**config.mk**
```make
export PLATFORM = sky130hd
export DESIGN_NAME = mem_bus_arbiter
export DESIGN_NICKNAME = d
export VERILOG_FILES = /design/src/rtl/mem_bus_arbiter.sv
export SDC_FILE = /design/constraint.sdc
export NUM_CORES = 1
export LEC_CHECK = 0
export BUFFER_PORTS_ARGS = -buffer_cell sky130_fd_sc_hd__buf_2
export CELL_PAD_IN_SITES_DETAIL_PLACEMENT = 1
export CELL_PAD_IN_SITES_GLOBAL_PLACEMENT = 1
export CORE_AREA = 2 2 626 628
export CTS_CLUSTER_SIZE = 12
export DETAILED_ROUTE_END_ITERATION = 16
export DIE_AREA = 0 0 628 630
export PLACE_DENSITY_LB_ADDON = 0.1
export SETUP_SLACK_MARGIN = 0.05
export SKIP_CTS_REPAIR_TIMING = 1
export SLEW_MARGIN = 0
export SYNTH_ARGS = -nofsm -noshare
export SYNTH_HDL_FRONTEND = slang
export SYNTH_SLANG_ARGS = --single-unit
```
**constraint.sdc**
```tcl
create_clock -name Clk -period 8 [get_ports Clk]
set_input_delay 0.8 -clock Clk [delete_from_list [all_inputs] [get_ports Clk]]
set_output_delay 0.8 -clock Clk [all_outputs]
set_load 0.05 [all_outputs]
```
**src/rtl/mem_bus_arbiter.sv**
```systemverilog
// Round-robin arbiter and strobe sequencer for the shared main-memory bus.
// Requesters are scanned from a rotating pointer. The winner's request is
// latched, and then either a timed read/write strobe runs or a write into
// the protected region is rejected with an err pulse.
//
// Handshake: req[i] is a level request. The block samples it only while
// idle. Once the request is granted, gnt[i] stays high for the whole
// transaction, and done[i] pulses for exactly one cycle at the end (with
// err[i] on a rejected write). Changes to the requester inputs after the
// grant edge are ignored. The requester may drop req in the done cycle or
// keep it high to queue behind the other requesters.
module mem_bus_arbiter #(
  parameter int NREQ          = 3,
  parameter int DATA_W        = 256,
  parameter int ADDR_W        = 16,
  parameter int ACCESS_CYCLES = 2,
  parameter logic [ADDR_W-1:0] PROT_BASE = 'h8000
) (
  input  logic                     Clk,
  input  logic                     Reset,
  input  logic [NREQ-1:0]          req,
  input  logic [NREQ-1:0]          we,
  input  logic [NREQ*ADDR_W-1:0]   req_addr,
  input  logic [NREQ*DATA_W-1:0]   req_wdata,
  output logic [NREQ-1:0]          gnt,
  output logic [NREQ-1:0]          done,
  output logic [NREQ-1:0]          err,
  output logic [DATA_W-1:0]        rdata,
  output logic                     nRead,
  output logic                     nWrite,
  output logic [ADDR_W-1:0]        address,
  output logic [DATA_W-1:0]        ExeDataOut,
  input  logic [DATA_W-1:0]        MemDataOut,
  output logic [1:0]               state
);

  localparam int IDX_W = (NREQ > 1) ? $clog2(NREQ) : 1;
  localparam int CNT_W = (ACCESS_CYCLES > 1) ? $clog2(ACCESS_CYCLES) : 1;
  localparam logic [CNT_W-1:0] LAST_CNT = CNT_W'(ACCESS_CYCLES - 1);

  localparam logic [1:0] IDLE      = 2'd0;
  localparam logic [1:0] ACCESS    = 2'd1;
  localparam logic [1:0] DONE_ST   = 2'd2;

  logic [IDX_W-1:0]  ptr;
  logic [IDX_W-1:0]  cur;
  logic              cur_we;
  logic [CNT_W-1:0]  cnt;

  logic              found;
  logic [IDX_W-1:0]  win;
  logic [IDX_W:0]    scan;
  logic [NREQ-1:0]   win_oh;
  logic [ADDR_W-1:0] sel_addr;
  logic [DATA_W-1:0] sel_wdata;
  logic              sel_we;
  logic              prot_hit;

  // Rotating priority scan: first requester with req high, starting at ptr.
  always_comb begin
    found = 1'b0;
    win   = '0;
    scan  = '0;
    for (int i = 0; i < NREQ; i++) begin
      scan = {1'b0, ptr} + (IDX_W+1)'(i);
      if (scan >= (IDX_W+1)'(NREQ)) scan = scan - (IDX_W+1)'(NREQ);
      if (!found && req[scan[IDX_W-1:0]]) begin
        found = 1'b1;
        win   = scan[IDX_W-1:0];
      end
    end
    win_oh    = NREQ'(1) << win;
    sel_addr  = req_addr[win*ADDR_W +: ADDR_W];
    sel_wdata = req_wdata[win*DATA_W +: DATA_W];
    sel_we    = we[win];
    prot_hit  = sel_we && (sel_addr >= PROT_BASE);
  end

  // Transaction sequencer: IDLE -> ACCESS (strobe held) -> DONE -> IDLE.
  always_ff @(posedge Clk) begin
    if (Reset) begin
      state      <= IDLE;
      ptr        <= '0;
      cur        <= '0;
      cur_we     <= 1'b0;
      cnt        <= '0;
      gnt        <= '0;
      done       <= '0;
      err        <= '0;
      rdata      <= '0;
      nRead      <= 1'b1;
      nWrite     <= 1'b1;
      address    <= '0;
      ExeDataOut <= '0;
    end else begin
      case (state)
        IDLE: begin
          if (found) begin
            cur    <= win;
            cur_we <= sel_we;
            cnt    <= '0;
            gnt    <= win_oh;
            if (prot_hit) begin
              // Rejected write: skip the strobe phase, memory untouched.
              state <= DONE_ST;
              done  <= win_oh;
              err   <= win_oh;
            end else begin
              state      <= ACCESS;
              address    <= sel_addr;
              nRead      <= sel_we;
              nWrite     <= ~sel_we;
              ExeDataOut <= sel_we ? sel_wdata : '0;
            end
          end
        end
        ACCESS: begin
          if (cnt == LAST_CNT) begin
            state      <= DONE_ST;
            nRead      <= 1'b1;
            nWrite     <= 1'b1;
            ExeDataOut <= '0;
            done       <= gnt;
            if (!cur_we) rdata <= MemDataOut;
          end else begin
            cnt <= cnt + 1'b1;
          end
        end
        DONE_ST: begin
          // The following IDLE cycle doubles as the bus turnaround.
          state <= IDLE;
          gnt   <= '0;
          done  <= '0;
          err   <= '0;
          ptr   <= (cur == IDX_W'(NREQ - 1)) ? '0 : cur + 1'b1;
        end
        default: state <= IDLE;
      endcase
    end
  end

endmodule

```
==> qor.yml, run 1 <==
worst_clock_skew_ns: 0.0571
cts.clk_slew.worst_paths_ns: 0.06
yosysWarnings: 0
overflow: 0
final_cell_mix: "1619 x buf_2, 1079 x nand2_1, 780 x a21oi_1"
grt_pass1_vias: 31100
dp.cells: 9687
start_util_pct: 6.07
path_delay_family: "compound AO/OA/AOI/OAI gates"
ff_latch_area_sq_um: 11000
cp.required_ns: 8.71
cp.arrival_ns: 5.54
syn_inst: 3110
synth_top_cell_by_area: "dfxtp_1"
slowest_delay_ns: 0.69
wl_per_cell_um: 26.8
path_buf_inv: 2
crit_type: "reg2reg"
synth-edff-count: 0
p_total_mw: 14.8
period_share_pct: 60.3
fmax_mhz: 207
reg2reg_depth: 10
clock_latency_ns: 0.82
synth_area_leaders: "dfxtp_1 46%, nand2_1 17%, a21oi_1 17%"
fin_crit_ns: 4.83
drive_above_1_share_pct: 39.2
fin_cells: 9929
drc: 0
synth_ff_type: "dfxtp_1"
grt_pass1_wl_um: 340000
synth_area_sq_um: 23600
hpwlAfterDp_um: 218000
ys_types: 50
multi_input_area_sq_um: 11500
track_usage_pct: 12.9
setup-tns-final_ns: 0
cts_sinks: 547
dpl_cell_area_sq_um: 37500
die_x_um: 628
die_area_sq_um: 396000
cts_max_path_buffers: 4
die_height_um: 630
cts-root-buf: "clkbuf_16"
port-buffer-count: 1620
place.gp.congestion: 0.832
final_cell_area_sq_um: 41000
synth_top_area_share_pct: 46.5
relSlewSlack_pct: 30.8
synth_seq_cells: 547
cts_buffers: 98
timing.critical_path.from_type: "register"
ir_drop_mv: 0.178
synth-seq-area-share_pct: 46.5
drt_wl_total_um: 266000
via_per_inst: 3.05
first_iter_violations: 1277
first_pass_iters: 5
hold_depth: 3
hp-class: "in2reg"
avgSynthCellArea_sq_um: 7.57
syn_nets: 4197
cp_slowest_cell: "buf_4"
antenna_found_initial: 351
hold_viol_final: 0
path_depth: 10
cp_cell_sequence: "inv_1 > ha_1 > mux2_4 > o311ai_4 > a32o_4 > mux2i_1 > o21a_1 > nand3_4 > buf_4 > o2bb2ai_1"
grt_max_degree: 153
final_common_cell: "buf_2"
post-route-util_pct: 10.6
final-max-slew-violation-count: 0
rows: 229
h-tree-depth: 3
critPathMaxFanout: 70
p_per_area_nw_per_um2: 361
nets: 5677
core_area_sq_um: 388000
pin_count: 1621
crit_path_end_kind: "register"
worst_pin_slew_ns: 1.04
run_status: "completed"
vias: 30200
synthArstFlopShare_pct: 0
setup_viol: 0
rsz0062_at_grt: "no"
areaGrowthSynthToFinish_pct: 73.9
n_fill_cell: 46500
final_antenna_net_count: 0
tritoncts: "yes"
cap_violations: 0
p_leak_nw: 16.8
## stage by stage
stage,hold WS [ns],setup slack (ns)
2_1_floorplan,0.445,4.90
3_3_place_gp,0.438,2.96
3_5_place_dp,0.441,2.90
4_1_cts,0.0795,2.88
5_1_grt,0.139,2.74
6_report,0.211,3.17
## flip-flops by register name, indices dropped and copies added (netlist names)
register    flops
state           2
address        16
cur             2
rdata         256
err             3
done            3
ExeDataOut    256
cur_we          1
nWrite          1
gnt             3
cnt             1
ptr             2
nRead           1
## final cells by class
cell class,instances,share of cell area [%]
sequential,547,26.7
timing repair buffer,1656,20.8
multi-input combinational,2278,28.0
antenna,73,0.446
inverter,9,0.0825
tap,5197,15.9
clock inverter,29,1.02
clock buffer,140,7.05
## Yosys cell counts, types with 3 or more instances
master	number
nor2_1	24
nor3_1	8
buf_1	26
buf_2	12
mux2i_1	24
nand3b_1	7
nand3_1	18
a22oi_1	3
a21oi_1	780
dfxtp_1	547
nand2b_1	3
clkbuf_1	211
buf_6	5
ha_1	7
inv_1	9
nand2_1	1080
o2bb2ai_1	256
o21ai_0	8
o211ai_1	17
buf_4	22
## worst paths after layout
check	start	endpoint	slack, ns
hold / removal	MemDataOut[243]	rdata[243]	0.21
hold reg to reg	rdata[73]	rdata[73]	0.45
setup reg to reg	ptr[1]	ExeDataOut[191]	3.17
setup / recovery	ptr[1]	ExeDataOut[191]	3.17
## tightest hold or removal path, delay by kind of cell
| family | cells | cell delay (ns) |
|---|---|---|
| buffers and inverters | 1 | 0.09 |
| AO/OA/AOI/OAI | 1 | 0.05 |
| AND/OR/NAND/NOR | 1 | 0.04 |
## cells by family after synthesis
kind of cell | count (synthesis) | share of synthesized area (%)
adders and majority gates | 7 | 0.372
AOI/OAI and AO/OA | 1098 | 28.3
buffers and inverters | 285 | 5.11
DFF | 547 | 46.5
and+or+nand+nor | 1147 | 18.6
muxes | 26 | 1.13
## power by group
part	internal [mW]	leakage (nW)	switching, mW
clock	2.78	1.62	1.77
combinational	1.56	10.8	5.19
sequential	3.18	4.43	0.290
total	7.52	16.8	7.25
## layer usage
layer | global-route usage [%] | share of wire, % | vias up
met5 | 0 | 0.41 | -
li1 | - | - | 13800
met3 | 6.15 | 9.6 | 674
met2 | 24.4 | 52 | 1395
met1 | 12.7 | 35 | 14200
met4 | 2.35 | 2.9 | 170
No activity file was read; power rests on OpenSTA's default activity.
==> run 2, diff against run 1 <==
- CORE_AREA: 2 2 626 628 -> 2 2 629 631
- DIE_AREA: 0 0 628 630 -> 0 0 631 633
- clock period: 8 -> 4.56 ns (I/O delays scaled with it)
==> run 2 against run 1 <==
Worst setup slack lost 2.6 ns. Flip-flop and latch count unchanged. Register-to-register slack got worse by 2.6 ns. Sequential share of layout area fell by 2.7 points. Largest cell class is now buffers. Largest power group unchanged. Routed wire length rose by 1.9%. Clock-buffer cell count increased by 7. Clock power is 62% higher. Critical endpoint is now ExeDataOut[231]. The flow now finishes with violations (negative hold slack).
==> qor.yml, run 2 (synthesis gave the netlist of run 1 again) <==
final_cell_mix: "1619 x buf_2, 1079 x nand2_1, 780 x a21oi_1"  # unchanged
grt_max_degree: 149  # was 153
p_per_area_nw_per_um2: 572  # was 361 nW/um^2
grt_pass1_wl_um: 340000  # about the same
port-buffer-count: 1620  # unchanged
final_cell_area_sq_um: 45600  # was 41000 sq um
r2r_end: "ExeDataOut[231]"  # was ExeDataOut[191]
critPathMaxFanout: 26  # was 70
reg_top3: "ExeDataOut (256), rdata (256), address (16)"  # unchanged
grt_pass1_vias: 31300  # was 31.1k
die_x_um: 631  # was 628 um
overflow: 0  # unchanged
drt_wl_total_um: 271000  # was 266000 um
drc: 0  # unchanged
worst_clock_skew_ns: 0.0448  # was 0.0571 ns
h-tree-depth: 3  # unchanged
run_status: "complete, but fails checks"  # was completed
ir_drop_mv: 0.410  # was 0.178 mV
worst_pin_slew_ns: 1.10  # was 1.04 ns
drive_above_1_share_pct: 35.7  # was 39.2%
areaGrowthSynthToFinish_pct: 93.6  # was 73.9%
pin_count: 1621  # unchanged
timing.critical_path.from_type: "register"  # unchanged
violations: "negative hold slack"
dp.cells: 9738  # was 9687
period_share_pct: 86.7  # was 60.3%
place.gp.congestion: 0.853  # was 0.832
clock_latency_ns: 0.81  # was 0.82 ns
hold_depth: 3  # unchanged
setup-tns-final_ns: 0  # unchanged
cts.clk_slew.worst_paths_ns: 0.06  # about the same
cts-root-buf: "clkbuf_16"  # unchanged
wl_per_cell_um: 26.0  # was 26.8 um
setup_viol: 0  # unchanged
cts_max_path_buffers: 4  # unchanged
via_per_inst: 3.05  # about the same
p_leak_nw: 18.7  # was 16.8 nW
cts_buffers: 94  # was 98
cts_sinks: 547  # unchanged
rows: 230  # was 229
start_util_pct: 6.01  # was 6.07%
hold_end: "ExeDataOut[185]"  # was rdata[243]
fmax_mhz: 253  # was 207 MHz
cp.arrival_ns: 4.66  # was 5.54 ns
dpl_cell_area_sq_um: 37900  # was 37500 sq um
hold_viol_final: 1  # was 0
die_height_um: 633  # was 630 um
cp.required_ns: 5.26  # was 8.71 ns
crit_path_end_kind: "register"  # unchanged
fin_cells: 10400  # was 9929
fin_crit_ns: 3.95  # was 4.83 ns
tritoncts: "yes"  # unchanged
first_iter_violations: 1251  # was 1277
hpwlAfterDp_um: 224000  # was 218000 um
final-max-slew-violation-count: 0  # unchanged
reg2reg_depth: 11  # was 10
core_area_sq_um: 392000  # was 388000 sq um
min_from: "req_wdata[697]"  # was MemDataOut[243]
r2r-start: "ptr[1]"  # unchanged
nets: 6151  # was 5677
hp-class: "in2reg"  # unchanged
crit_type: "reg2reg"  # unchanged
cap_violations: 0  # unchanged
rsz0062_at_grt: "no"  # unchanged
die_area_sq_um: 399000  # was 396000 sq um
track_usage_pct: 12.9  # about the same
antenna_found_initial: 255  # was 351
relSlewSlack_pct: 26.0  # was 30.8%
first_pass_iters: 5  # unchanged
final_common_cell: "buf_2"  # unchanged
timing.hold.ws_ns: -0.00628  # was 0.211 ns
vias: 31800  # was 30.2k
r2r_slack_ns: 0.61  # was 3.17 ns
final_antenna_net_count: 0  # unchanged
run 2: cell types whose count changed in the layout (fill, tap and decap cells not counted), sizes merged:
cell         previous run  this run
dlygate4sd3             0       450
buf                  1656      1684
clkbuf                140       147
diode                  73        80
clkinv                 13         7
bufinv                  9         4
clkinvlp                5         2
inv                    11        10
run 2: layout make-up:
class | count | area [sq um]
Sequential cell | 547 | 11000
Fill cell | 47000 | 346000
Tap cell | 5220 | 6530
Timing Repair Buffer | 2134 | 13400
Antenna cell | 80 | 200
Clock inverter | 14 | 201
Clock buffer | 147 | 2780
Inverter | 9 | 33.8
Multi-Input combinational cell | 2278 | 11500
run 2: stage by stage:
step | power, mW | setup WS [ns] | util (%) | hold slack (ns)
2_1_floorplan | 13.5 | 1.62 | - | 0.445
3_3_place_gp | 19.0 | 0.615 | 9.67 | 0.439
3_5_place_dp | 19.0 | 0.550 | 9.67 | 0.441
4_1_cts | 26.8 | 0.504 | 10.4 | -0.241
5_1_grt | 27.9 | 0.361 | 11.6 | -0.00312
6_report | 26.1 | 0.606 | 11.6 | -0.00628
run 2: report_power, final:
| part | internal [mW] | total (mW) | switching, mW | leakage (nW) |
|---|---|---|---|---|
| clock | 4.37 | 7.35 | 2.98 | 1.45 |
| combinational | 3.23 | 12.6 | 9.39 | 12.9 |
| sequential | 5.59 | 6.13 | 0.545 | 4.43 |
run 2: metal layers:
layer | vias to the layer above | GRT usage, % | part of all wire [%]
met2 | 1267 | 24.5 | 52
met5 | - | 0 | 0.26
met4 | 110 | 2.43 | 2.6
met3 | 524 | 5.83 | 7.9
met1 | 15100 | 12.8 | 37
li1 | 14700 | - | -
run 2: worst max-delay path by stage:
| stage | slack (ns) | start | to |
|---|---|---|---|
| finish | 0.61 | ptr[1] | ExeDataOut[231] |
| floorplan | 1.62 | ptr[0] | address[10] |
| detailed placement | 0.55 | ptr[1] | ExeDataOut[227] |
| CTS | 0.50 | ptr[1] | ExeDataOut[239] |
| global route | 0.36 | ptr[1] | ExeDataOut[231] |
| global placement | 0.61 | ptr[1] | ExeDataOut[243] |
run 2: critical path, stage by stage, from the launching register on:
cell	delay (ns)
dfxtp_1	0.34
inv_1	0.08
ha_1	0.47
mux2_4	0.37
o311ai_4	0.40
a32o_4	0.43
mux2i_1	0.15
o21a_1	0.30
o32ai_4	0.41
buf_12	0.28
buf_4	0.38
o2bb2ai_1	0.16
==> run 3, diff against run 2 <==
- CORE_AREA: 2 2 629 631 -> 2 2 627 629
- DIE_AREA: 0 0 631 633 -> 0 0 629 631
- clock period: 4.56 -> 3.31 ns (I/O delays scaled with it)
==> run 3 against run 2 <==
The flow now finishes without violations. Via count increased by 5.3%. Die area decreased by 0.63%. Total power increased by 48%. Largest power group unchanged. Sequential share of layout area shrank 2.4 points. Highest routed layer unchanged. Worst hold slack improved by 0.0098 ns. Cell count is 4.2% higher. Global-route usage shrank 0.26 points.
==> qor.yml, run 3 (synthesis gave the netlist of run 1 again) <==
run_status: "completed"  # was complete, but fails checks
antenna_found_initial: 196  # was 255
cp.required_ns: 4.02  # was 5.26 ns
crit_type: "reg2reg"  # unchanged
intPower_mw: 20.2  # was 13.2 mW
overflow: 0  # unchanged
period_share_pct: 95.6  # was 86.7%
nets: 6602  # was 6151
hpwlAfterDp_um: 220000  # was 224000 um
fmax_mhz: 316  # was 253 MHz
p_seq_share_pct: 21.9  # was 23.5%
final_antenna_net_count: 0  # unchanged
crit_path_end_kind: "register"  # unchanged
critPathMaxFanout: 9  # was 26
rsz0062_at_grt: "no"  # unchanged
grt_pass1_vias: 31500  # was 31.3k
timing.critical_path.from_type: "register"  # unchanged
cts_sinks: 547  # unchanged
vias: 33400  # was 31.8k
relSlewSlack_pct: 42.6  # was 26.0%
tritoncts: "yes"  # unchanged
grt_pass1_wl_um: 335000  # was 340000 um
pin_count: 1621  # unchanged
final_common_cell: "buf_2"  # unchanged
dp.cells: 9816  # was 9738
h-tree-depth: 3  # unchanged
via_per_inst: 3.08  # was 3.05
p_leak_nw: 21.1  # was 18.7 nW
place.gp.congestion: 0.872  # was 0.853
cp.arrival_ns: 3.87  # was 4.66 ns
hold_viol_final: 0  # was 1
setup_viol: 0  # unchanged
first_pass_iters: 5  # unchanged
drt_wl_total_um: 269000  # was 271000 um
final-max-slew-violation-count: 0  # unchanged
first_iter_violations: 1335  # was 1251
combPwrFrac_pct: 51.2  # was 48.3%
p_per_area_nw_per_um2: 764  # was 572 nW/um^2
final_cell_mix: "1619 x buf_2, 1079 x nand2_1, 801 x dlygate4sd3_1"  # was 1619 x buf_2, 1079 x nand2_1, 780 x a21oi_1
drive_above_1_share_pct: 35.0  # was 35.7%
hp-class: "in2reg"  # unchanged
rows: 230  # unchanged
reg_top3: "ExeDataOut (256), rdata (256), address (16)"  # unchanged
die_area_sq_um: 397000  # was 399000 sq um
fin_cells: 10900  # was 10.4k
cap_violations: 0  # unchanged
core_area_sq_um: 391000  # was 392000 sq um
swShare_pct: 47.8  # was 49.5%
r2r_slack_ns: 0.15  # was 0.61 ns
die_x_um: 629  # was 631 um
clock_latency_ns: 0.83  # was 0.81 ns
areaGrowthSynthToFinish_pct: 115  # was 93.6%
fin_crit_ns: 3.16  # was 3.95 ns
timing.hold.ws_ns: 0.00353  # was -0.00628 ns
grt_max_degree: 88  # was 149
cts-root-buf: "clkbuf_16"  # unchanged
cts_buffers: 96  # was 94
start_util_pct: 6.03  # was 6.01%
cts_max_path_buffers: 4  # unchanged
worst_pin_slew_ns: 0.862  # was 1.10 ns
port-buffer-count: 1620  # unchanged
drc: 0  # unchanged
track_usage_pct: 12.7  # was 12.9%
p_switching_mw: 18.5  # was 12.9 mW
cts.clk_slew.worst_paths_ns: 0.05  # was 0.06 ns
ir_drop_mv: 0.393  # was 0.410 mV
die_height_um: 631  # was 633 um
post-route-util_pct: 13.0  # was 11.6%
worst_clock_skew_ns: 0.0613  # was 0.0448 ns
wl_per_cell_um: 24.8  # was 26.0 um
p_clk_share_pct: 26.9  # was 28.2%
run 3: power by group through the flow:
stage	Combinational, mW	Sequential (mW)	Clock [mW]
6_report	19.8	8.46	10.4
5_1_grt	21.4	8.62	11.3
4_1_cts	18.6	8.50	11.1
3_5_place_dp	18.6	8.61	0
3_3_place_gp	18.6	8.64	0
2_1_floorplan	6.63	12.0	0
run 3: metrics by stage:
stage | power (mW) | instance area [sq um] | TNS (ns) | worst slack (ns)
finish | 38.7 | 50700 | 0 | 0.147
global route | 41.3 | 50600 | 0 | 0.0202
CTS | 38.2 | 42000 | -2.21 | -0.0845
detailed placement | 27.2 | 38800 | 0 | 0.0238
global placement | 27.2 | 38800 | 0 | 0.0599
floorplan | 18.6 | 23600 | 0 | 0.370
run 3: area by class of cell:
cell class                      count  area (sq um)
Tap cell                         5220          6530
Fill cell                       46900        340000
Timing Repair Buffer             2583         18300
Sequential cell                   547         11000
Multi-Input combinational cell   2278         11500
Antenna cell                       70           175
Inverter                            9          33.8
Clock buffer                      139          2840
Clock inverter                     24           315
run 3: final timing paths:
path,from,end,cells after the start
setup / recovery,ptr[1],ExeDataOut[127],13
hold / removal,req_wdata[279],ExeDataOut[23],5
setup reg to reg,ptr[1],ExeDataOut[127],13
hold reg to reg,rdata[94],rdata[94],2
run 3: per-layer routing:
layer	wire (um)	part of all wire, %	vias to the layer above	GRT usage (%)
met3	19300	7.2	407	5.61
met1	104000	39	16100	13.0
met5	588	0.22	-	0
met2	139000	52	1229	23.8
li1	-	-	15600	-
met4	6160	2.3	94	2.07
run 3: critical path: stages, from the launching register on:
cell and delay (ns):
dfxtp_2 0.34, inv_2 0.05, ha_4 0.17, buf_12 0.14, mux2i_4 0.20, or2_4 0.29
a32o_4 0.35, mux2i_4 0.19, o21a_1 0.23, o32ai_4 0.32, buf_6 0.21, clkbuf_16 0.23
clkbuf_16 0.18, o2bb2ai_1 0.11
